$ cat src/rtl/sum_window_acc_if.sv
//------------------------------------------------------------------------------
// sum_window_acc_if : valid/ready sample stream feeding sum_window_acc
// Revision 1.0
//------------------------------------------------------------------------------
`default_nettype none

interface sum_window_acc_if;
  logic        in_valid;
  logic [10:0] in_data;
  logic        in_last;
  logic        in_ready;

  modport master (output in_valid, output in_data, output in_last, input  in_ready);
  modport slave  (input  in_valid, input  in_data, input  in_last, output in_ready);
endinterface

`default_nettype wire

$ cat src/rtl/sum_window_acc.sv
//------------------------------------------------------------------------------
// sum_window_acc : saturating sum over a window of up to LIMIT stream samples
// Revision 1.0
//------------------------------------------------------------------------------
`default_nettype none

module sum_window_acc #(
  parameter int LIMIT = 150,
  parameter int SUM_W = 22
) (
  input  logic               clk,
  input  logic               rst,
  input  logic               start,
  sum_window_acc_if.slave    s,
  output logic [SUM_W-1:0]   sum,
  output logic [10:0]        count,
  output logic               busy,
  output logic               done,
  output logic               ovf
);

  typedef enum logic [1:0] {
    ST_IDLE = 2'd0,
    ST_RUN  = 2'd1,
    ST_DONE = 2'd2
  } state_t;

  localparam logic [10:0]      c_last    = 11'(LIMIT - 1);
  localparam logic [SUM_W-1:0] c_sum_max = '1;

  state_t           r_state;
  state_t           w_state_nxt;
  logic [SUM_W-1:0] r_sum;
  logic [10:0]      r_count;
  logic             r_ovf;
  logic             r_last_seen;
  logic             w_accept;
  logic             w_clear;
  logic [SUM_W:0]   w_sum_ext;
  logic             w_sat;

  assign w_accept  = (r_state == ST_RUN) && s.in_valid;
  assign w_clear   = start && (r_state != ST_RUN);
  // One extra bit catches the carry that signals saturation.
  assign w_sum_ext = {1'b0, r_sum} + (SUM_W + 1)'(s.in_data);
  assign w_sat     = w_sum_ext[SUM_W];

  always_ff @(posedge clk or posedge rst) begin
    if (rst) r_state <= ST_IDLE;
    else     r_state <= w_state_nxt;
  end

  always_comb begin
    w_state_nxt = r_state;
    case (r_state)
      ST_IDLE, ST_DONE: if (start) w_state_nxt = ST_RUN;
      ST_RUN: if (w_accept && (r_count == c_last || s.in_last)) w_state_nxt = ST_DONE;
      default: w_state_nxt = ST_IDLE;
    endcase
  end

  always_ff @(posedge clk or posedge rst) begin
    if (rst) begin
      r_sum       <= '0;
      r_count     <= '0;
      r_ovf       <= 1'b0;
      r_last_seen <= 1'b0;
    end else if (w_clear) begin
      r_sum       <= '0;
      r_count     <= '0;
      r_ovf       <= 1'b0;
      r_last_seen <= 1'b0;
    end else if (w_accept) begin
      r_count     <= r_count + 11'd1;
      r_sum       <= w_sat ? c_sum_max : w_sum_ext[SUM_W-1:0];
      r_ovf       <= r_ovf | w_sat;
      r_last_seen <= r_last_seen | s.in_last;
    end
  end

  assign s.in_ready = (r_state == ST_RUN);
  assign busy       = (r_state == ST_RUN);
  assign done       = (r_state == ST_DONE);
  assign sum        = r_sum;
  assign count      = r_count;
  assign ovf        = r_ovf;

  a_count_le_limit: assert property (@(posedge clk) disable iff (rst) r_count <= 11'(LIMIT));
  a_done_nonzero:   assert property (@(posedge clk) disable iff (rst) done |-> r_count != 11'd0);
  a_done_full:      assert property (@(posedge clk) disable iff (rst)
                                     (done && !r_last_seen) |-> r_count == 11'(LIMIT));
  a_ovf_saturated:  assert property (@(posedge clk) disable iff (rst) r_ovf |-> r_sum == c_sum_max);

endmodule

`default_nettype wire

$ cat src/flat_wrapper.sv
// flat-port wrapper written by rule: the top's interface ports become plain ports
module sum_window_acc_flat 
#(
  parameter int LIMIT = 150,
  parameter int SUM_W = 22
)
  (clk, rst, start, sum, count, busy, done, ovf, s_in_valid, s_in_data, s_in_last, s_in_ready);
  sum_window_acc_if s_i ();
  input  logic clk;
  input  logic rst;
  input  logic start;
  output logic [SUM_W-1:0] sum;
  output logic [10:0] count;
  output logic busy;
  output logic done;
  output logic ovf;
  input wire logic [$bits(s_i.in_valid)-1:0] s_in_valid;
  input wire logic [$bits(s_i.in_data)-1:0] s_in_data;
  input wire logic [$bits(s_i.in_last)-1:0] s_in_last;
  output wire logic [$bits(s_i.in_ready)-1:0] s_in_ready;
  assign s_i.in_valid = s_in_valid;
  assign s_i.in_data = s_in_data;
  assign s_i.in_last = s_in_last;
  assign s_in_ready = s_i.in_ready;
  sum_window_acc #(.LIMIT(LIMIT), .SUM_W(SUM_W)) u_core (.clk(clk), .rst(rst), .start(start), .s(s_i), .sum(sum), .count(count), .busy(busy), .done(done), .ovf(ovf));
endmodule
$ cat config.mk
export PLATFORM = sky130hd
export DESIGN_NAME = sum_window_acc_flat
export DESIGN_NICKNAME = d
export VERILOG_FILES = /design/src/rtl/sum_window_acc_if.sv /design/src/rtl/sum_window_acc.sv /design/src/flat_wrapper.sv
export SDC_FILE = /design/constraint.sdc
export NUM_CORES = 1
export LEC_CHECK = 0
export BUFFER_PORTS_ARGS = -buffer_cell sky130_fd_sc_hd__buf_2
export CAP_MARGIN = 0
export CORE_MARGIN = 2
export CORE_UTILIZATION = 45
export DETAILED_ROUTE_END_ITERATION = 8
export GPL_ROUTABILITY_DRIVEN = 0
export GPL_TIMING_DRIVEN = 0
export PLACE_DENSITY = 0.71
export SYNTH_ARGS = -nofsm -noshare
export SYNTH_HDL_FRONTEND = slang
export SYNTH_SLANG_ARGS = --single-unit
$ cat constraint.sdc
create_clock -name clk -period 2.1 [get_ports clk]
set_clock_uncertainty 0.15 [all_clocks]
set_input_delay 0.315 -clock clk [delete_from_list [all_inputs] [get_ports clk]]
set_output_delay 0.315 -clock clk [all_outputs]
set_load 0.005 [all_outputs]
==> results.yml <==
run_status:
  status: "finished, violations left"
  violations: "negative hold slack, negative setup slack"
critical_path:
  required_ps: 2120
  rrSetupSlack_ps: -160
  start_kind: "register"
  r2r_end: "u_core.sum[15]"
  critPathArrivalTime_ps: 2280
  r2r_start: "u_core.sum[0]"
  crit_type: "reg2reg"
  r2r.worst_path.cells: 9
  crit_fanout: 5
  end_kind: "register"
place:
  numPortBuffers: 52
  place_inst: 364
  hpwl_um: 3720
  pre_cts_ws_ps: -327
  post_dp_cell_area_sq_um: 2650
layout:
  area_delta_synth_final_pct: 29.3
  drive_gt1_share_pct: 32.6
  final_nets: 345
  num_antenna_cells: 0
  fin_area_sq_um: 2940
  final_util_pct: 61.5
  fin_cells: 383
clocking:
  cts.clk_slew.worst_paths_ps: 80
  ctsHoldBuffers: 0
  cts.htree.levels: 2
  clkSinkCount: 36
  clk_path_buf_depth: 2
  clk_latency_ps: 290
  cts_tree: "done"
  clock-root-buffer: "clkbuf_8"
  cts-buffers-inserted: 5
global_route:
  grt_overflow_total: 0
  use_met2_pct: 31.2
  grt_pass1_wl_um: 8480
  met3_usage_pct: 3.88
  track_usage_pct: 19.8
  busiest_layer: "met2"
  antenna_found_initial: 0
  grt_max_degree: 37
  grtUsageMet1_pct: 26.7
  grt_pass1_vias: 1851
synthesis:
  synth_edf_count: 0
  yosysSeqAreaShare_pct: 39.6
  synthXorXnorAreaFrac_pct: 6.93
  synth-compound-area-share_pct: 17.5
  synth_cell_type_count: 49
  netlist_area_sq_um: 2280
  synth-simple-area-share_pct: 22.3
  ys_async_sr_fraction_pct: 100
  yosys.cell_count.top_type: "dfrtp_1"
  yosysTopAreaCell: "dfrtp_1"
  synth_area_leaders: "dfrtp_1, ha_1, nand2_1"
  yosys-mux-area-fraction_pct: 2.36
  synth_top_family_by_area: "simple AND/OR/NAND/NOR gates"
  yosys-top-cells-count: "dfrtp_1, nand2_1, nor2_1"
  syn_nets: 275
  netlist.area_leader.share_pct: 39.6
  synth_ff_type: "dfrtp_1"
  syn_inst: 245
  synth_seq_cells: 36
  yosysWarnings: 0
  synth_area_per_cell_sq_um: 9.29
  synth_adder_area_share_pct: 8.03
min_path:
  hold_path.class: "in2async"
die:
  fp.coreArea_sq_um: 4790
  dieArea_sq_um: 5640
  rows: 25
  die_w_um: 75.1
  die_y_um: 75.1
  ios: 53
  start_util_pct: 47.6
sta:
  rsz0062_at_grt: "yes"
  slew_headroom_pct: 49.3
  tns_ps: -3240
  max_clock_freq_mhz: 442
  holdWs_ps: -2.44
  fin_ws_ps: -162
  finalSetupViolations: 23
  worstMarginPinSlew_ps: 760
  period_share_pct: 108
  drv_slew: 0
  finalHoldViolCount: 3
  layout_min_cycle_time_ps: 2260
routing:
  drt-total-wl_um: 5200
  viasPerCell: 5.33
  drtPass1Iterations: 4
  via_count: 2042
  drtIter0Drc: 119
  wl_per_cell_um: 13.6
  drc: 0
  drtAntennaViolNets: 0
job:
  max-cap-violations: 0
power:
  p_int_mw: 1.82
  p_leak_nw: 1.50
  power_frac_seq_pct: 32.0
  p_sw_mw: 1.10
  power_density_nw_per_um2: 991
  p_clk_share_pct: 21.2
  power_frac_comb_pct: 46.8
  power_mw: 2.92
  p_sw_share_pct: 37.7
  vdd_drop_max_mv: 0.597
final cells by class:
| cell class | instances | area (sq um) |
|---|---|---|
| fill | 412 | 1840 |
| multi-input combinational | 193 | 1420 |
| sequential | 36 | 901 |
| timing repair buffer | 63 | 344 |
| tap | 67 | 83.8 |
| clock buffer | 5 | 68.8 |
| buffer | 9 | 57.6 |
| clock inverter | 3 | 42.5 |
| inverter | 7 | 26.3 |
power groups by stage:
stage / registers (mW) / logic [mW] / clock network, mW
2_1_floorplan: 0.931 / 0.862 / 0
3_3_place_gp: 0.935 / 1.17 / 0
3_5_place_dp: 0.938 / 1.19 / 0
4_1_cts: 0.934 / 1.32 / 0.627
5_1_grt: 0.954 / 1.54 / 0.655
6_report: 0.934 / 1.36 / 0.617
sequential cells by signal, summed over array words and instances (netlist names):
name	count
u_core.sum	22
u_core.count	11
u_core.r_state	2
u_core.ovf	1
worst max-delay path, cell delays in order, from the launching register on:
cell,delay [ps]
dfrtp_1,400
ha_2,190
fa_2,370
a21oi_4,160
o21ai_2,80
a21oi_2,200
a31oi_4,170
nand4b_4,200
buf_6,150
o311ai_1,90
worst max path at each step:
stage                       start             end  slack (ps)  depth (start not counted)
global placement     s_in_data[0]  u_core.sum[21]        -330                         10
detailed placement   s_in_data[0]  u_core.sum[17]        -330                         10
floorplan           u_core.sum[0]  u_core.sum[15]         -80                          9
CTS                 u_core.sum[0]  u_core.sum[15]        -160                          9
finish              u_core.sum[0]  u_core.sum[15]        -160                          9
global route        u_core.sum[0]  u_core.sum[16]        -280                          9
routing by layer:
| layer | up-vias | part of all wire [%] |
|---|---|---|
| li1 | 1024 | - |
| met1 | 967 | 47 |
| met2 | 42 | 47 |
| met3 | 9 | 3.8 |
| met4 | 0 | 1.8 |
| met5 | - | 0 |
kinds of logic after synthesis:
kind of cell    Yosys count
compound gates           56
flops                    36
xor+xnor                 18
simple gates            100
fa+ha+maj                14
mux                       5
buf+inv                  16
what timing repair did:
item	CTS	global route
setup buffers	7	2
resized for setup	15	6
setup endpoints to repair	23	28
gates cloned	2	0
pin swaps	4	4
cells in the final DEF, fill, tap and decap left out, types with 2 or more instances in the layout:
cell	count
nor3_1	2
a21oi_1	10
buf_4	10
a21o_1	4
a22oi_1	7
ha_4	4
ha_1	8
mux2i_1	4
a31oi_1	2
nand3_2	3
o2bb2ai_1	2
and2_1	4
o211ai_1	9
xnor2_1	9
buf_6	3
inv_1	6
nand2_2	2
o311ai_1	3
nor2b_1	4
and3_1	7
nand2_1	33
nand4_1	7
clkbuf_8	5
dfrtp_1	36
o21ai_0	6
buf_2	56
nand3_1	10
a21oi_2	3
xor2_1	9
nor2_1	18
No activity file was read; power rests on OpenSTA's default activity.
